--- src/rtl/spi_mem_bridge_if.sv ---
// spi_mem_bridge_if
//   Serial-side bundle of the SPI memory bridge.
//   SS_n      slave select, active low       (master -> slave)
//   MOSI      serial command/data, MSB first (master -> slave)
//   MISO      serial read data, MSB first    (slave -> master)
//   busy      bridge is inside a frame       (slave -> master)
//   frame_err one-cycle aborted/mismatched frame pulse (slave -> master)
interface spi_mem_bridge_if;
  logic SS_n;
  logic MOSI;
  logic MISO;
  logic busy;
  logic frame_err;

  modport master (
    output SS_n,
    output MOSI,
    input  MISO,
    input  busy,
    input  frame_err
  );

  modport slave (
    input  SS_n,
    input  MOSI,
    output MISO,
    output busy,
    output frame_err
  );
endinterface

--- src/rtl/spi_mem_bridge.sv ---
// spi_mem_bridge
//   Receives {cmd[1:0], payload[DATA_WIDTH-1:0]} frames MSB first on MOSI,
//   executes them on an internal single-port memory and shifts read data
//   back out on MISO.
//   cmd 00: load write address     cmd 01: write mem[wr_addr] = payload
//   cmd 10: load read address      cmd 11: read mem[rd_addr] onto MISO
// Ports
//   clk    single clock, everything happens on its rising edge
//   rst_n  synchronous active-low reset (memory contents are kept)
//   bus    slave side of spi_mem_bridge_if (SS_n, MOSI, MISO, busy, frame_err)
module spi_mem_bridge #(
  parameter int DATA_WIDTH = 8,
  parameter int ADDR_WIDTH = 8,
  parameter int MEM_DEPTH  = 2**ADDR_WIDTH,
  parameter int AUTO_INC   = 0
) (
  input  logic                   clk,
  input  logic                   rst_n,
  spi_mem_bridge_if.slave        bus
);
  localparam int F       = DATA_WIDTH + 2;
  localparam int MEM_AW  = (MEM_DEPTH > 1) ? $clog2(MEM_DEPTH) : 1;
  localparam int CNT_MAX = F + 1 + DATA_WIDTH;
  localparam int CNT_W   = $clog2(CNT_MAX + 1);

  // Counter landmarks: word complete, first shift-out bit, frame finished.
  localparam logic [CNT_W-1:0]  CNT_WORD  = CNT_W'(F);
  localparam logic [CNT_W-1:0]  CNT_SH0   = CNT_W'(F + 1);
  localparam logic [CNT_W-1:0]  CNT_DONE  = CNT_W'(CNT_MAX);
  localparam logic [31:0]       DEPTH_U   = 32'(MEM_DEPTH);
  localparam logic [MEM_AW-1:0] ADDR_LAST = MEM_AW'(MEM_DEPTH - 1);

  typedef enum logic [2:0] {IDLE, CHK_CMD, WRITE, READ_ADD, READ_DATA} state_e;

  function automatic logic [MEM_AW-1:0] wrap_addr(input logic [ADDR_WIDTH-1:0] a);
    return MEM_AW'(32'(a) % DEPTH_U);
  endfunction

  function automatic logic [MEM_AW-1:0] next_addr(input logic [MEM_AW-1:0] a);
    return (a == ADDR_LAST) ? '0 : a + MEM_AW'(1);
  endfunction

  state_e                state_q, state_d;
  logic [CNT_W-1:0]      cnt_q, cnt_d;
  // cmd[1] is consumed by the state decision, so only cmd[0]+payload are kept.
  logic [F-2:0]          word_q, word_d;
  logic [MEM_AW-1:0]     wr_addr_q, wr_addr_d;
  logic [MEM_AW-1:0]     rd_addr_q, rd_addr_d;
  logic                  rd_pending_q, rd_pending_d;
  logic [DATA_WIDTH-1:0] out_sh_q, out_sh_d;
  logic                  miso_q, miso_d;
  logic                  busy_q, busy_d;
  logic                  frame_err_q, frame_err_d;
  logic                  mem_we, mem_re;

  logic [DATA_WIDTH-1:0] mem [MEM_DEPTH];
  logic [DATA_WIDTH-1:0] mem_rd_q;

  logic                  cmd0;
  logic [ADDR_WIDTH-1:0] pay_addr;
  assign cmd0     = word_q[DATA_WIDTH];
  assign pay_addr = word_q[ADDR_WIDTH-1:0];

  always_comb begin
    state_d      = state_q;
    cnt_d        = cnt_q;
    word_d       = word_q;
    wr_addr_d    = wr_addr_q;
    rd_addr_d    = rd_addr_q;
    rd_pending_d = rd_pending_q;
    out_sh_d     = out_sh_q;
    miso_d       = 1'b0;
    frame_err_d  = 1'b0;
    mem_we       = 1'b0;
    mem_re       = 1'b0;

    case (state_q)
      IDLE: begin
        if (!bus.SS_n) begin
          state_d = CHK_CMD;
          cnt_d   = '0;
          word_d  = '0;
        end
      end
      CHK_CMD: begin
        if (bus.SS_n) begin
          state_d     = IDLE;
          frame_err_d = 1'b1;
        end else begin
          cnt_d = CNT_W'(1);
          if (!bus.MOSI)        state_d = WRITE;
          else if (rd_pending_q) state_d = READ_DATA;
          else                  state_d = READ_ADD;
        end
      end
      default: begin
        if (cnt_q < CNT_WORD) begin
          // Still receiving: losing SS_n here leaves an incomplete word.
          if (bus.SS_n) begin
            state_d     = IDLE;
            frame_err_d = 1'b1;
          end else begin
            word_d = {word_q[F-3:0], bus.MOSI};
            cnt_d  = cnt_q + CNT_W'(1);
          end
        end else if (cnt_q == CNT_WORD) begin
          // Execute edge: the word is complete, so SS_n is not consulted.
          cnt_d = CNT_DONE;
          case (state_q)
            WRITE: begin
              if (!cmd0) begin
                wr_addr_d = wrap_addr(pay_addr);
              end else begin
                mem_we = 1'b1;
                if (AUTO_INC != 0) wr_addr_d = next_addr(wr_addr_q);
              end
            end
            READ_ADD: begin
              if (cmd0) begin
                frame_err_d = 1'b1;
              end else begin
                rd_addr_d    = wrap_addr(pay_addr);
                rd_pending_d = 1'b1;
              end
            end
            default: begin // READ_DATA
              if (!cmd0) begin
                frame_err_d = 1'b1;
              end else begin
                mem_re       = 1'b1;
                rd_pending_d = 1'b0;
                cnt_d        = CNT_SH0;
                if (AUTO_INC != 0) rd_addr_d = next_addr(rd_addr_q);
              end
            end
          endcase
        end else if (bus.SS_n) begin
          // Complete frame: leaving during shift-out or hold is not an error.
          state_d = IDLE;
        end else if (cnt_q < CNT_DONE) begin
          // Shift-out. The first bit comes straight from the memory read
          // register, later bits from the local shifter.
          if (cnt_q == CNT_SH0) begin
            miso_d   = mem_rd_q[DATA_WIDTH-1];
            out_sh_d = mem_rd_q << 1;
          end else begin
            miso_d   = out_sh_q[DATA_WIDTH-1];
            out_sh_d = out_sh_q << 1;
          end
          cnt_d = cnt_q + CNT_W'(1);
        end
      end
    endcase

    busy_d = (state_d != IDLE);

    // Reset must also win over a memory write scheduled for this edge.
    if (!rst_n) begin
      mem_we = 1'b0;
      mem_re = 1'b0;
    end
  end

  always_ff @(posedge clk) begin
    if (!rst_n) begin
      state_q      <= IDLE;
      cnt_q        <= '0;
      word_q       <= '0;
      wr_addr_q    <= '0;
      rd_addr_q    <= '0;
      rd_pending_q <= 1'b0;
      out_sh_q     <= '0;
      miso_q       <= 1'b0;
      busy_q       <= 1'b0;
      frame_err_q  <= 1'b0;
    end else begin
      state_q      <= state_d;
      cnt_q        <= cnt_d;
      word_q       <= word_d;
      wr_addr_q    <= wr_addr_d;
      rd_addr_q    <= rd_addr_d;
      rd_pending_q <= rd_pending_d;
      out_sh_q     <= out_sh_d;
      miso_q       <= miso_d;
      busy_q       <= busy_d;
      frame_err_q  <= frame_err_d;
    end
  end

  // Single-port memory with registered read; contents survive reset.
  always_ff @(posedge clk) begin
    if (mem_we) mem[wr_addr_q] <= word_q[DATA_WIDTH-1:0];
    if (mem_re) mem_rd_q <= mem[rd_addr_q];
  end

  assign bus.MISO      = miso_q;
  assign bus.busy      = busy_q;
  assign bus.frame_err = frame_err_q;
endmodule

--- src/flat_wrapper.sv ---
// flat-port wrapper written by rule: the top's interface ports become plain ports
module spi_mem_bridge_flat 
#(
  parameter int DATA_WIDTH = 8,
  parameter int ADDR_WIDTH = 8,
  parameter int MEM_DEPTH  = 2**ADDR_WIDTH,
  parameter int AUTO_INC   = 0
)
  (clk, rst_n, bus_SS_n, bus_MOSI, bus_MISO, bus_busy, bus_frame_err);
  spi_mem_bridge_if bus_i ();
  input  logic clk;
  input  logic rst_n;
  input wire logic [$bits(bus_i.SS_n)-1:0] bus_SS_n;
  input wire logic [$bits(bus_i.MOSI)-1:0] bus_MOSI;
  output wire logic [$bits(bus_i.MISO)-1:0] bus_MISO;
  output wire logic [$bits(bus_i.busy)-1:0] bus_busy;
  output wire logic [$bits(bus_i.frame_err)-1:0] bus_frame_err;
  assign bus_i.SS_n = bus_SS_n;
  assign bus_i.MOSI = bus_MOSI;
  assign bus_MISO = bus_i.MISO;
  assign bus_busy = bus_i.busy;
  assign bus_frame_err = bus_i.frame_err;
  spi_mem_bridge #(.DATA_WIDTH(DATA_WIDTH), .ADDR_WIDTH(ADDR_WIDTH), .MEM_DEPTH(MEM_DEPTH), .AUTO_INC(AUTO_INC)) u_core (.clk(clk), .rst_n(rst_n), .bus(bus_i));
endmodule
--- config.mk ---
export PLATFORM = sky130hd
export DESIGN_NAME = spi_mem_bridge_flat
export DESIGN_NICKNAME = d
export VERILOG_FILES = /design/src/rtl/spi_mem_bridge_if.sv /design/src/rtl/spi_mem_bridge.sv /design/src/flat_wrapper.sv
export SDC_FILE = /design/constraint.sdc
export NUM_CORES = 2
export LEC_CHECK = 0
export ABC_AREA = 1
export BUFFER_PORTS_ARGS = -buffer_cell sky130_fd_sc_hd__buf_2
export CORE_UTILIZATION = 49
export DETAILED_ROUTE_END_ITERATION = 12
export GPL_TIMING_DRIVEN = 1
export PLACE_DENSITY = 0.72
export SLEW_MARGIN = 5
export SYNTH_ARGS = -nofsm -noshare
export SYNTH_HDL_FRONTEND = slang
export SYNTH_SLANG_ARGS = --single-unit
--- constraint.sdc ---
create_clock -name clk -period 5.2 [get_ports clk]
set_input_delay 0.52 -clock clk [delete_from_list [all_inputs] [get_ports clk]]
set_output_delay 0.52 -clock clk [all_outputs]
set_load 0.005 [all_outputs]
==> results.cfg <==
[synth]
synth_top_family_by_area = simple AND/OR/NAND/NOR gates
synth_fp_nets = 7215
synth.distinct_cells = 32
seq_area_frac_synth_pct = 73.7
synthesis.area_um2 = 84900
synth_compound_area_share_pct = 0.527
synthSimpleGateAreaFrac_pct = 23.2
synthMuxAreaShare_pct = 0.0118
syn_avg_cell_area_um2 = 11.8
ys_warn_count = 0
synth_adder_area_share_pct = 0.0442
synthCells = 7208
synthXorXnorAreaFrac_pct = 0.0103
ys_seq_elements = 2100

[route]
dr_total_vias = 56073
drt_pass1_iterations = 8
drc = 0
wire_per_inst_um = 22.9
wl_um = 217000
drt_iter0_markers = 7581
route.met2.wl_um = 102000
wl_met3_um = 23400
wl_met1_um = 83800
vias_per_cell = 5.92
highest_layer = met5
ant_nets = 0

[outcome]
status = completed

[power]
power_mw = 32.2
swShare_pct = 18.9
pwr-share-seq_pct = 56.9
p_sw_mw = 6.10
p_leak_nw = 32.2
intPower_mw = 26.1
pwr-share-clk_pct = 42.8
p_comb_share_pct = 0.2
ir_drop_mv = 0.281
power_density_nw_per_um2 = 346

[cts]
cts.htree.levels = 4
cts.sinks = 2100
postCtsSetupBuffers = 0
cts_resized = 0
root_buffer = clkbuf_16
path_clk_slew_ns = 0.06
numCtsBuffers = 196
clock_latency_ns = 0.84
cts_buffer_depth = 3
cts_tree = yes

[setup_path]
crit_buf_inv = 1
required_ns = 5.65
cp_top_family = simple AND/OR/NAND/NOR gates
start_kind = flip-flop
crit_type = reg2reg
slowest_delay_ns = 0.77
arrival_ns = 4.18
cpMostUsedCell = nand2_1
endpoint_kind = flip-flop
path_max_fanout = 16
cp_slowest_cell = nor2_1
crit_chain = inv_1 > nand2_1 > nor2_4 > nand2_4 > nor4_4 > nand2_1 > nor2_1 > nand2_1 > nor2_1

[sta]
slew_headroom_pct = 17.2
fin_crit_sh_pct = 71.8
grt_setup_unrepaired = no
maxSlewViolCount = 0
finalHoldViolations = 0
fmax_mhz = 268
finalCriticalPeriod_ns = 3.73
holdWs_ns = 0.121
setup-tns-final_ns = 0
setup_violations = 0
fin_skew_ns = 0.0328
worstMarginPinSlew_ns = 1.24

[global_route]
grt_pass1_vias = 53461
grt_max_degree = 233
grt_pass1_wl_um = 324000
grt.total_usage_pct = 24.6
antenna_found_initial = 5
overflow = 0

[die]
core_um2 = 172000
die_area_um2 = 175000
rows = 152
start_util_pct = 49.4
io_pins = 7
die_h_um = 418
chipWidth_um = 418

[final_layout]
drive_gt1_share_pct = 6.15
syn2layout_area_growth_pct = 9.63
stdcell_area_um2 = 93100
fin_util_pct = 54.2
fin_nets = 7005

[placement]
gp_congestion = 0.904
placed_cell_area_um2 = 87000
dp.final_hpwl_um = 120000
port_buffers = 6

[flow_run]
drv_cap = 0

[worst_hold_path]
hp-class = in2reg
cells in the mapped netlist:
cell      number  share of area (%)
inv_1         33               0.15
nor2_4         2              0.027
a32oi_1        2              0.021
nor4_4         1              0.025
buf_1         58               0.26
a31oi_1        7              0.052
a221oi_1       1              0.010
nor2_1       223               0.99
o21ai_0       34               0.20
xor2_1         1              0.010
a21oi_1       34               0.20
a22oi_1        1             0.0088
nor3_1         5              0.029
nand2_1     2150                9.5
edfxtp_1    2056                 73
buf_2         49               0.29
a211oi_1       3              0.027
clkbuf_1     378                1.7
nand2_4        9               0.12
nor2_2        54               0.40
inv_2          5              0.022
mux2i_1        1              0.012
nand4_1        8              0.059
ha_1           3              0.044
nand3_1     2029                 12
nor4_1         1             0.0074
o211ai_1       1             0.0088
clkinv_1       4              0.018
and3_1         1             0.0074
nor3_4         2              0.038
dfxtp_1       44                1.0
buf_6          8               0.11
cell usage in the layout (no fill, tap or decap), drive strengths merged:
cell type and instances:
dlygate4sd3 1, edfxtp 2056, and3 1, nor2 279, a21oi 34, a22oi 1
bufinv 15, clkinv 82, nor4 2, mux2i 1, inv 48, ha 3
a221oi 1, a211oi 3, xor2 1, nand2 2159, nand3 2029, nor3 7
diode 3, o21ai 34, nand4 8, clkinvlp 2, clkbuf 247, buf 84
dfxtp 44, a31oi 7, a32oi 2, o211ai 1
power by group through the flow:
| stage | clock network (mW) | registers, mW | logic, mW |
|---|---|---|---|
| after CTS | 13.9 | 18.3 | 0.0769 |
| final | 13.8 | 18.3 | 0.0786 |
| after global routing | 14.5 | 18.3 | 0.0851 |
| after global placement | 0 | 18.7 | 0.0760 |
| after detailed placement | 0 | 18.7 | 0.0757 |
| after floorplan | 0 | 18.7 | 0.0376 |
stage by stage:
step,instances,worst slack (ns)
after global routing,9462,1.32
after global placement,9109,1.55
after floorplan,7208,0.899
after CTS,9462,1.58
final,9465,1.47
after detailed placement,9109,1.42
final cells by class:
cell class	instances	area, um^2
Sequential cell	2100	62700
Clock inverter	105	923
Tap cell	2310	2890
Timing Repair Buffer	85	1040
Inverter	42	183
Multi-Input combinational cell	4573	20200
Antenna cell	3	7.51
Fill cell	13851	78800
Clock buffer	247	5180
tightest hold or removal path, cell delays in order:
cell and delay, ns:
buf_2 0.14, inv_1 0.09, a32oi_1 0.08, nor2_1 0.09
worst paths after layout:
| check | start | endpoint | slack [ns] | depth (start not counted) |
|---|---|---|---|---|
| hold / removal | bus_SS_n | u_core.state_q[0] | 0.12 | 4 |
| setup / recovery | u_core.cnt_q[2] | u_core.mem[104][6] | 1.47 | 9 |
| setup reg to reg | u_core.cnt_q[2] | u_core.mem[104][6] | 1.47 | 9 |
| hold reg to reg | u_core.out_sh_q[4] | u_core.out_sh_q[5] | 0.48 | 2 |
registers in the layout (all words and copies together), names as in the netlist:
signal and count:
u_core.out_sh_q 7, u_core.bus.frame_err 1, u_core.mem_rd_q 8, u_core.wr_addr_q 8, u_core.state_q 3, u_core.bus.MISO 1, u_core.rd_addr_q 8, u_core.word_q 9
u_core.mem 2048, u_core.rd_pending_q 1, u_core.cnt_q 5, u_core.bus.busy 1
kinds of logic (layout without fill, tap and decap cells):
group,count (synthesis),in the layout
AND/OR/NAND/NOR,4485,4485
flip-flops,2100,2100
buffers and inverters,535,479
AO/OA/AOI/OAI,83,83
adder cells (fa/ha/maj),3,3
XOR/XNOR,1,1
multiplexers,1,1
other,0,3
routing by layer:
metal	vias to the layer above	global-route usage (%)
li1	25204	-
met1	27143	33.4
met2	3261	39.1
met3	463	4.76
met4	2	9.51
met5	-	0
timing repair:
action                     in CTS  in global routing
setup endpoints to repair       0                  0
hold endpoints to repair        1                  0
hold buffers                    1                  0
Note: power is estimated with default switching activity, not from simulation.
